--- config.mk ---
export PLATFORM = sky130hd
export DESIGN_NAME = wb_trace_uart_tx_flat
export DESIGN_NICKNAME = d
export VERILOG_FILES = /design/src/rtl/wb_trace_uart_tx_if.sv /design/src/rtl/wb_trace_uart_tx.sv /design/src/flat_wrapper.sv
export SDC_FILE = /design/constraint.sdc
export NUM_CORES = 1
export LEC_CHECK = 0
export CAP_MARGIN = 10
export CORE_AREA = 2 2 192 194
export CTS_BUF_LIST = sky130_fd_sc_hd__clkbuf_2
export DETAILED_ROUTE_END_ITERATION = 10
export DIE_AREA = 0 0 194 196
export PLACE_DENSITY = 0.44
export SYNTH_ARGS = -nofsm -noshare
export SYNTH_HDL_FRONTEND = slang
export SYNTH_SLANG_ARGS = --single-unit
--- constraint.sdc ---
create_clock -name clk -period 7.3 [get_ports clk]
set_input_delay 1.825 -clock clk [delete_from_list [all_inputs] [get_ports clk]]
set_output_delay 1.825 -clock clk [all_outputs]
set_load 0.02 [all_outputs]
--- src/rtl/wb_trace_uart_tx_if.sv ---
// Writeback-stage tap and trace status signals shared by the pipeline side and the trace transmitter.
// The transmitter samples the writeback signals and never pushes back on the pipeline.
interface wb_trace_uart_tx_if;
  logic        RegWriteW;
  logic        MemToRegW;
  logic [3:0]  destAddW;
  logic [15:0] MemReadDataW;
  logic [15:0] alu_resultW;
  logic        trace_en;
  logic        clr_overflow;
  logic        tx;
  logic        tx_busy;
  logic        fifo_full;
  logic        overflow;
  logic [1:0]  state_dbg;

  // Handshake: none. A capture is taken on any clock edge where RegWriteW && trace_en;
  // there is no ready signal, so a capture that finds the FIFO full is dropped
  // and recorded in overflow.
  modport master (
    output RegWriteW, MemToRegW, destAddW, MemReadDataW, alu_resultW, trace_en, clr_overflow,
    input  tx, tx_busy, fifo_full, overflow, state_dbg
  );

  modport slave (
    input  RegWriteW, MemToRegW, destAddW, MemReadDataW, alu_resultW, trace_en, clr_overflow,
    output tx, tx_busy, fifo_full, overflow, state_dbg
  );
endinterface

--- src/rtl/wb_trace_uart_tx.sv ---
// Register-write trace: captures retired writes into a FIFO and sends each one as a
// 3-byte 8N1 UART frame {0xA,dest}, wdata[15:8], wdata[7:0].
module wb_trace_uart_tx #(
  parameter int CLKS_PER_BIT = 434,
  parameter int FIFO_DEPTH   = 8,
  parameter int FIFO_AW      = 3
) (
  input  logic               clk,
  input  logic               reset,
  wb_trace_uart_tx_if.slave  bus
);

  localparam int BAUD_W = (CLKS_PER_BIT > 2) ? $clog2(CLKS_PER_BIT) : 1;
  localparam logic [BAUD_W-1:0]  BAUD_LAST     = BAUD_W'(CLKS_PER_BIT - 1);
  localparam logic [FIFO_AW:0]   FIFO_FULL_CNT = (FIFO_AW + 1)'(FIFO_DEPTH);

  localparam logic [1:0] S_IDLE  = 2'd0;
  localparam logic [1:0] S_START = 2'd1;
  localparam logic [1:0] S_DATA  = 2'd2;
  localparam logic [1:0] S_STOP  = 2'd3;

  logic [19:0]         fifo_mem [FIFO_DEPTH];
  logic [FIFO_AW-1:0]  wr_ptr_q, wr_ptr_d;
  logic [FIFO_AW-1:0]  rd_ptr_q, rd_ptr_d;
  logic [FIFO_AW:0]    count_q, count_d;
  logic                overflow_q, overflow_d;
  logic [1:0]          state_q, state_d;
  logic [BAUD_W-1:0]   baud_q, baud_d;
  logic [2:0]          bit_q, bit_d;
  logic [1:0]          byte_q, byte_d;
  logic [7:0]          shift_q, shift_d;
  logic [15:0]         wdata_q, wdata_d;
  logic                tx_q, tx_d;

  logic        push_req, full, empty, push, pop, drop, baud_done;
  logic [19:0] wr_entry, head;

  always_comb begin
    push_req  = bus.RegWriteW && bus.trace_en;
    full      = (count_q == FIFO_FULL_CNT);
    empty     = (count_q == '0);
    pop       = (state_q == S_IDLE) && !empty;
    // A pop frees a slot in the same cycle, so full-plus-pop never drops.
    push      = push_req && (!full || pop);
    drop      = push_req && full && !pop;
    wr_entry  = {bus.destAddW, bus.MemToRegW ? bus.MemReadDataW : bus.alu_resultW};
    head      = fifo_mem[rd_ptr_q];
    baud_done = (baud_q == BAUD_LAST);
  end

  always_comb begin
    wr_ptr_d = push ? wr_ptr_q + 1'b1 : wr_ptr_q;
    rd_ptr_d = pop  ? rd_ptr_q + 1'b1 : rd_ptr_q;
    count_d  = count_q;
    if (push && !pop) begin
      count_d = count_q + 1'b1;
    end else if (!push && pop) begin
      count_d = count_q - 1'b1;
    end
    // A new drop outranks a clear in the same cycle.
    overflow_d = drop ? 1'b1 : (bus.clr_overflow ? 1'b0 : overflow_q);
  end

  always_comb begin
    state_d = state_q;
    baud_d  = baud_q + 1'b1;
    bit_d   = bit_q;
    byte_d  = byte_q;
    shift_d = shift_q;
    wdata_d = wdata_q;
    tx_d    = tx_q;
    case (state_q)
      S_IDLE: begin
        baud_d = '0;
        tx_d   = 1'b1;
        if (pop) begin
          wdata_d = head[15:0];
          shift_d = {4'hA, head[19:16]};
          byte_d  = 2'd0;
          state_d = S_START;
          tx_d    = 1'b0;
        end
      end
      S_START: begin
        if (baud_done) begin
          baud_d  = '0;
          bit_d   = 3'd0;
          state_d = S_DATA;
          tx_d    = shift_q[0];
        end
      end
      S_DATA: begin
        if (baud_done) begin
          baud_d = '0;
          if (bit_q == 3'd7) begin
            state_d = S_STOP;
            tx_d    = 1'b1;
          end else begin
            bit_d   = bit_q + 1'b1;
            shift_d = shift_q >> 1;
            tx_d    = shift_q[1];
          end
        end
      end
      S_STOP: begin
        if (baud_done) begin
          baud_d = '0;
          if (byte_q < 2'd2) begin
            byte_d  = byte_q + 1'b1;
            shift_d = (byte_q == 2'd0) ? wdata_q[15:8] : wdata_q[7:0];
            state_d = S_START;
            tx_d    = 1'b0;
          end else begin
            state_d = S_IDLE;
            tx_d    = 1'b1;
          end
        end
      end
      default: begin
        state_d = S_IDLE;
        baud_d  = '0;
        tx_d    = 1'b1;
      end
    endcase
  end

  // Storage is not reset; the pointers and count define what is valid.
  always_ff @(posedge clk) begin
    if (push) begin
      fifo_mem[wr_ptr_q] <= wr_entry;
    end
  end

  always_ff @(posedge clk or posedge reset) begin
    if (reset) begin
      wr_ptr_q   <= '0;
      rd_ptr_q   <= '0;
      count_q    <= '0;
      overflow_q <= 1'b0;
      state_q    <= S_IDLE;
      baud_q     <= '0;
      bit_q      <= 3'd0;
      byte_q     <= 2'd0;
      shift_q    <= 8'h00;
      wdata_q    <= 16'h0000;
      tx_q       <= 1'b1;
    end else begin
      wr_ptr_q   <= wr_ptr_d;
      rd_ptr_q   <= rd_ptr_d;
      count_q    <= count_d;
      overflow_q <= overflow_d;
      state_q    <= state_d;
      baud_q     <= baud_d;
      bit_q      <= bit_d;
      byte_q     <= byte_d;
      shift_q    <= shift_d;
      wdata_q    <= wdata_d;
      tx_q       <= tx_d;
    end
  end

  assign bus.tx        = tx_q;
  assign bus.tx_busy   = (state_q != S_IDLE);
  assign bus.fifo_full = full;
  assign bus.overflow  = overflow_q;
  assign bus.state_dbg = state_q;

endmodule
--- src/flat_wrapper.sv ---
// flat-port wrapper written by rule: the top's interface ports become plain ports
module wb_trace_uart_tx_flat 
#(
  parameter int CLKS_PER_BIT = 434,
  parameter int FIFO_DEPTH   = 8,
  parameter int FIFO_AW      = 3
)
  (clk, reset, bus_RegWriteW, bus_MemToRegW, bus_destAddW, bus_MemReadDataW, bus_alu_resultW, bus_trace_en, bus_clr_overflow, bus_tx, bus_tx_busy, bus_fifo_full, bus_overflow, bus_state_dbg);
  wb_trace_uart_tx_if bus_i ();
  input  logic clk;
  input  logic reset;
  input wire logic [$bits(bus_i.RegWriteW)-1:0] bus_RegWriteW;
  input wire logic [$bits(bus_i.MemToRegW)-1:0] bus_MemToRegW;
  input wire logic [$bits(bus_i.destAddW)-1:0] bus_destAddW;
  input wire logic [$bits(bus_i.MemReadDataW)-1:0] bus_MemReadDataW;
  input wire logic [$bits(bus_i.alu_resultW)-1:0] bus_alu_resultW;
  input wire logic [$bits(bus_i.trace_en)-1:0] bus_trace_en;
  input wire logic [$bits(bus_i.clr_overflow)-1:0] bus_clr_overflow;
  output wire logic [$bits(bus_i.tx)-1:0] bus_tx;
  output wire logic [$bits(bus_i.tx_busy)-1:0] bus_tx_busy;
  output wire logic [$bits(bus_i.fifo_full)-1:0] bus_fifo_full;
  output wire logic [$bits(bus_i.overflow)-1:0] bus_overflow;
  output wire logic [$bits(bus_i.state_dbg)-1:0] bus_state_dbg;
  assign bus_i.RegWriteW = bus_RegWriteW;
  assign bus_i.MemToRegW = bus_MemToRegW;
  assign bus_i.destAddW = bus_destAddW;
  assign bus_i.MemReadDataW = bus_MemReadDataW;
  assign bus_i.alu_resultW = bus_alu_resultW;
  assign bus_i.trace_en = bus_trace_en;
  assign bus_i.clr_overflow = bus_clr_overflow;
  assign bus_tx = bus_i.tx;
  assign bus_tx_busy = bus_i.tx_busy;
  assign bus_fifo_full = bus_i.fifo_full;
  assign bus_overflow = bus_i.overflow;
  assign bus_state_dbg = bus_i.state_dbg;
  wb_trace_uart_tx #(.CLKS_PER_BIT(CLKS_PER_BIT), .FIFO_DEPTH(FIFO_DEPTH), .FIFO_AW(FIFO_AW)) u_core (.clk(clk), .reset(reset), .bus(bus_i));
endmodule
# Word level (Yosys, flattened, before mapping)
# Memories as Yosys holds them, arrays and structs flattened.
# Cells that the tools add are included.
[classes]
muxes = 38
div = 0
bitwise = 0
eq_ne = 13
order_cmp = 1
shift = 0
n_reduce_logical = 28
mul = 0
add_sub_neg = 7
[op_table]
columns = ["operator", "n"]
rows = [
  ["$mux W8", 6],
  ["$pmux W8 S3", 1],
  ["$pmux W9 S2", 1],
  ["$mux W16", 1],
  ["$mux W2", 8],
  ["$ne A2 B1 Y1 const B", 6],
  ["$mux W1", 11],
  ["$reduce_bool A2 Y1", 5],
  ["$add A3 B1 Y3 const B", 3],
  ["$add A9 B1 Y9 const B", 1],
  ["$eq A9 B9 Y1 const B", 1],
  ["$mux W3", 3],
  ["$mux W9", 1],
  ["$mux W4", 2],
  ["$pmux W2 S4", 1],
  ["$reduce_and A4 Y1", 2],
  ["$logic_and A1 B1 Y1", 7],
  ["$pmux W3 S2", 1],
  ["$reduce_and A6 Y1", 1],
  ["$reduce_and A5 Y1", 1],
  ["$add A4 B1 Y4 const B", 1],
  ["$eq A2 B2 Y1 const B", 2],
  ["$eq A4 B4 Y1 const B", 1],
  ["$logic_not A1 Y1", 4],
  ["15 further kinds", 16],
]
[totals]
mem_count = 1
register_bits = 52
latchBits = 0
ram_bits = 160
word_cells = 99
inputBits = 42
romBits = 0
[memory_table]
columns = ["memory", "depth", "word_bits", "read_ports", "rd_clocked_by_memory_dff", "wr", "line_no", "rtl"]
rows = [
  ["u_core.fifo_mem", 8, 20, 1, 0, 1, "wb_trace_uart_tx.sv:22", "logic [19:0] fifo_mem [FIFO_DEPTH];"],
]

# Depth between registers and ports, before layout
[logic_depth]
ltp_word = 9
mapped_depth = 13
ltp_nobuf = 12

# Least setup slack after synthesis
# OpenSTA, ideal clock, no wires.
[synth_timing]
kind = "input to register"
startpoint = "in bus_RegWriteW"
endpoint = "mem u_core.fifo_mem[1][0], enable pin"
setup_slack_ns = 3.081
setup_time_ns = 0.422
n_path_buf = 0
required_time_ns = 6.878
path_stages = 4
arrival_time_ns = 3.797
path_cell_list = "nand2_1 > a21oi_1 > nand2_1 > nor3_1"
[synth_via]
elab_chain_cells = 4
[synth_lines]
columns = ["item", "line_no", "rtl"]
rows = [
  ["from (decl)", "flat_wrapper.sv:12", "input wire logic [$bits(bus_i.RegWriteW)-1:0] bus_RegWriteW;"],
  ["$logic_and A1 B1 Y1", "wb_trace_uart_tx.sv:39", "push_req = bus.RegWriteW && bus.trace_en;"],
  ["$logic_and A1 B1 Y1", "wb_trace_uart_tx.sv:44", "push = push_req && (!full || pop);"],
  ["net u_core.push", "wb_trace_uart_tx.sv:35", "logic push_req, full, empty, push, pop, drop, baud_done;"],
  ["$mux W1", "wb_trace_uart_tx.sv:129", "if (push) begin"],
  ["$mux W1 (not written as such)", "wb_trace_uart_tx.sv:130", "fifo_mem[wr_ptr_q] <= wr_entry;"],
  ["to (decl)", "wb_trace_uart_tx.sv:22", ""],
]
# The timed path passes the listed nets, and every way through them passes these cells.

# Final worst setup path
[layout_timing]
startpoint = "reg u_core.state_q[0] (netlist: u_core.bus.state_dbg[0])"
endpoint = "out bus_tx_busy"
[layout_via]
elab_chain_cells = 1
[layout_lines]
columns = ["item", "line_no", "rtl"]
rows = [
  ["from (decl)", "wb_trace_uart_tx.sv:27", "logic [1:0] state_q, state_d;"],
  ["from (signal assigned)", "wb_trace_uart_tx.sv:152", "state_q <= state_d;"],
  ["$reduce_bool A2 Y1", "wb_trace_uart_tx.sv:163", "assign bus.tx_busy = (state_q != S_IDLE);"],
  ["to (decl)", "flat_wrapper.sv:20", "output wire logic [$bits(bus_i.tx_busy)-1:0] bus_tx_busy;"],
]
# No other way between the ends.

==> metrics.csv <==
stage,metric,value,unit
cts,Hold Buf Count CTS,0,
critical_path,critical path class,register to primary output,
cts,CTS Buffer Depth,3,
floorplanning,Initial Util,24.54,%
logic_synthesis,yosys warns,0,
floorplanning,die height,196,µm
floorplanning,# rows,70,
routing,Post-Route WL,18.79,mm
logic_synthesis,Yosys top cell area share,54.27,%
power,peak supply drop,0.0001766,V
hold_path,min-delay worst type,register to register,
timing,period utilization,60.44,%
timing,RSZ-0062 raised after global routing,false,
critical_path,CP max stage cell,clkdlybuf4s50_1,
routing,routed length per instance,16.70,µm
layout,filler instances,3669,
critical_path,Required @ worst endpoint,5.48,ns
timing,Hold Fails Final Rpt,0,
global_route,most used routing layer,met2,
cts,CTS buffer count,53,
logic_synthesis,cell taking the most area after synthesis,edfxtp_1,
global_route,gr ovfl total,0,
power,leakage power,0.003642,µW
timing,Clock Skew,0.04352,ns
logic_synthesis,post-synthesis instance total,528,
cts,clock root cell,clkbuf_2,
routing,routed via count,4837,
cts,clock-pin transition on the worst setup and hold timing paths,0.11,ns
timing,setup TNS,0,ns
layout,Final #Nets,675,
critical_path,CP Capture Type,primary output,
routing,post-route ant nets,0,
critical_path,worst reg2reg path depth,12,
floorplanning,Die W,194,µm
critical_path,Critical Path AT,2.59,ns
critical_path,CP top delay family,buffers and inverters,
layout,final instance area,10400,µm²
timing,Final Max Slew Viols,0,
global_route,routing usage on met2,16.09,%
place,HPWL after detailed placement,11.74,mm
global_route,vias in the first global route,5128,
critical_path,critical path's most frequent cell,inv_1,
logic_synthesis,syn_nets,586,
critical_path,slowest cell delay on critical path,0.65,ns
logic_synthesis,synth unique cells,50,
place,RePlAce Congestion,0.7420,
job,Max-cap violations,0,
routing,Pre-antenna DRT Iters,4,
logic_synthesis,Netlist Area Pre-Place,8853,µm²
global_route,Total GRT Usage,9.932,%
global_route,largest net degree at the start of global routing,53,
logic_synthesis,"Seq/Total Area, Yosys",68.98,%
global_route,GR Layer Usage met3,2.183,%
floorplanning,Core Footprint,36080,µm²
cts,CTS resizes,0,
timing,relative slew slack,25.62,%
routing,Vias/cell,4.300,
place,setup slack after placement,2.377,ns
critical_path,Reg-to-Reg Start,u_core.bus.state_dbg[0],
routing,post-route DRC violation count,0,
timing,Max Fclk,226.7,MHz
layout,Register Area,6110,µm²
layout,Area Overhead vs Synth,17.48,%
critical_path,CP Cell Sequence,inv_1 -> ha_1 -> inv_1 -> clkdlybuf4s50_1,
cts,Skew-Pair Late Insertion Delay,0.80,ns
run_status,status,completed,
layout,most frequent cells in the layout,"edfxtp_1 (160), clkbuf_2 (69), dfrtp_1 (49)",
logic_synthesis,synthesized area per cell,16.77,µm²
layout,"most common cell after layout, fill and taps aside",edfxtp_1,
global_route,met1 GRT Util,13.04,%
timing,Final WS setup,2.888,ns
timing,Fin Hold WS,0.4831,ns
power,Power Density,343.1,nW/µm²
timing,Tmin final,4.412,ns
cts,total setup buffers inserted after CTS,0,
hold_path,worst hold endpoint,u_core.wdata_q[10],
place,placed cell count,1029,
floorplanning,full die area,38020,µm²
hold_path,hold path depth,2,
place,port bufs,47,
logic_synthesis,Yosys reg bits,212,
timing,Slew @ Worst Pin,1.110,ns
critical_path,Setup crit start kind,register,
global_route,initial antenna violation count,1,
cts,CTS tree,done,
critical_path,CP Buf/Inv Count,3,
logic_synthesis,"top cells by area, synth","edfxtp_1 (54%), dfrtp_1 (14%), mux4_2 (9.2%)",
layout,Post-Layout Cell Count,1125,
global_route,first-pass GRT wire length,29.32,mm
layout,footprint of the multi-input gates,2614,µm²
critical_path,reg2reg end,u_core.count_q[3],
cts,clk sink count,212,
layout,layout cell share with drive strength beyond 1,25.46,%
floorplanning,Ports,48,
cts,H-tree depth,2,
place,Placement Cell Area,9927,µm²
critical_path,R2R Setup Slk,3.44,ns
critical_path,worst-path maximum fanout,6,
routing,Iter 0 DRT Violations,261,
hold_path,hold path startpoint,u_core.wdata_q[10],
timing,final setup violating endpoints,0,
-- worst reg2reg max path: cells and delay by family (launching register included) --
| family | cells | cell delay (ns) |
|---|---|---|
| fa+ha+maj | 3 | 1.09 |
| simple gates | 1 | 0.27 |
| xor+xnor | 1 | 0.13 |
| buf+inv | 4 | 1.26 |
| compound gates | 2 | 0.34 |
| mux | 1 | 0.23 |
| flops | 1 | 0.47 |
-- metal layers --
layer | vias up | share of wire [%]
met5 | - | 0
met1 | 2407 | 45
met3 | 39 | 5.6
li1 | 2266 | -
met4 | 0 | 2.0
met2 | 125 | 48
-- metrics by stage --
stage / power, µW / util, %
3_3_place_gp: 2853 / 27.43
2_1_floorplan: 2511 / -
4_1_cts: 3643 / 28.76
5_1_grt: 3826 / 28.82
3_5_place_dp: 2880 / 27.51
6_report: 3569 / 28.82
-- layout make-up --
| class | count | share of cell area, % |
|---|---|---|
| multi-input cells | 279 | 25.13 |
| inverters | 12 | 0.4331 |
| clock inverters | 25 | 1.022 |
| diodes | 1 | 0.02406 |
| clock buffers | 69 | 3.320 |
| well taps | 468 | 5.630 |
| repair buffers | 59 | 5.702 |
| flip-flops and latches | 212 | 58.74 |
-- report_power, final --
part	switching, µW	internal [µW]	total (µW)
Clock	473	265	738
Sequential	110	1500	1610
Combinational	685	536	1220
Total	1270	2300	3570
-- logic make-up (layout without fill, tap and decap cells) --
| group | after synthesis | count (layout) | share of synthesized area (%) |
|---|---|---|---|
| AOI/OAI and AO/OA | 68 | 68 | 5.017 |
| xor gates and xnor gates | 14 | 14 | 1.385 |
| adders and majority gates | 16 | 16 | 2.346 |
| buffers and inverters | 37 | 165 | 1.781 |
| DFF | 212 | 212 | 68.98 |
| muxes | 90 | 90 | 15.69 |
| other | 0 | 1 | 0 |
| and+or+nand+nor | 91 | 91 | 4.805 |
-- state kept, by name, summed over array words and instances (netlist names) --
signal	cells
u_core.bus.state_dbg	2
u_core.shift_q	8
u_core.fifo_mem	160
u_core.wr_ptr_q	3
u_core.baud_q	9
u_core.wdata_q	16
u_core.bus.overflow	1
u_core.bus.tx	1
u_core.byte_q	2
u_core.bit_q	3
u_core.count_q	4
u_core.rd_ptr_q	3
-- synth_stat cells, drive strengths merged --
library cell,instances
and2,1
mux2i,27
clkinv,1
fa,1
nor4,2
a41o,1
nor2,24
and3,1
a221oi,1
o21ai,23
buf,12
or2,1
mux2,27
dfrtp,51
a21o,2
or4b,1
o31ai,1
a31oi,6
inv,11
o2bb2ai,1
mux4,36
clkbuf,13
a22o,3
nand4b,1
o2111ai,3
nand3,10
nand4,2
dfstp,1
nor2b,1
edfxtp,160
a221o,1
a21oi,16
xor2,3
nand2b,6
nor3,3
nor4b,1
xnor2,11
ha,15
o32ai,1
nand2,37
o22ai,2
a22oi,7
-- how the worst max path moves through the flow --
stage,startpoint,to,slack (ns),cells past startpoint
after detailed placement,bus_trace_en,u_core.fifo_mem[0][17],2.38,6
after global routing,u_core.bus.state_dbg[0],bus_tx_busy,2.65,4
final,u_core.bus.state_dbg[0],bus_tx_busy,2.89,4
after floorplan,bus_RegWriteW,u_core.fifo_mem[1][0],3.08,4
after CTS,u_core.bus.state_dbg[0],bus_tx_busy,2.78,4
after global placement,bus_RegWriteW,u_core.fifo_mem[0][19],2.57,6
Note: power is estimated with default switching activity, not from simulation.
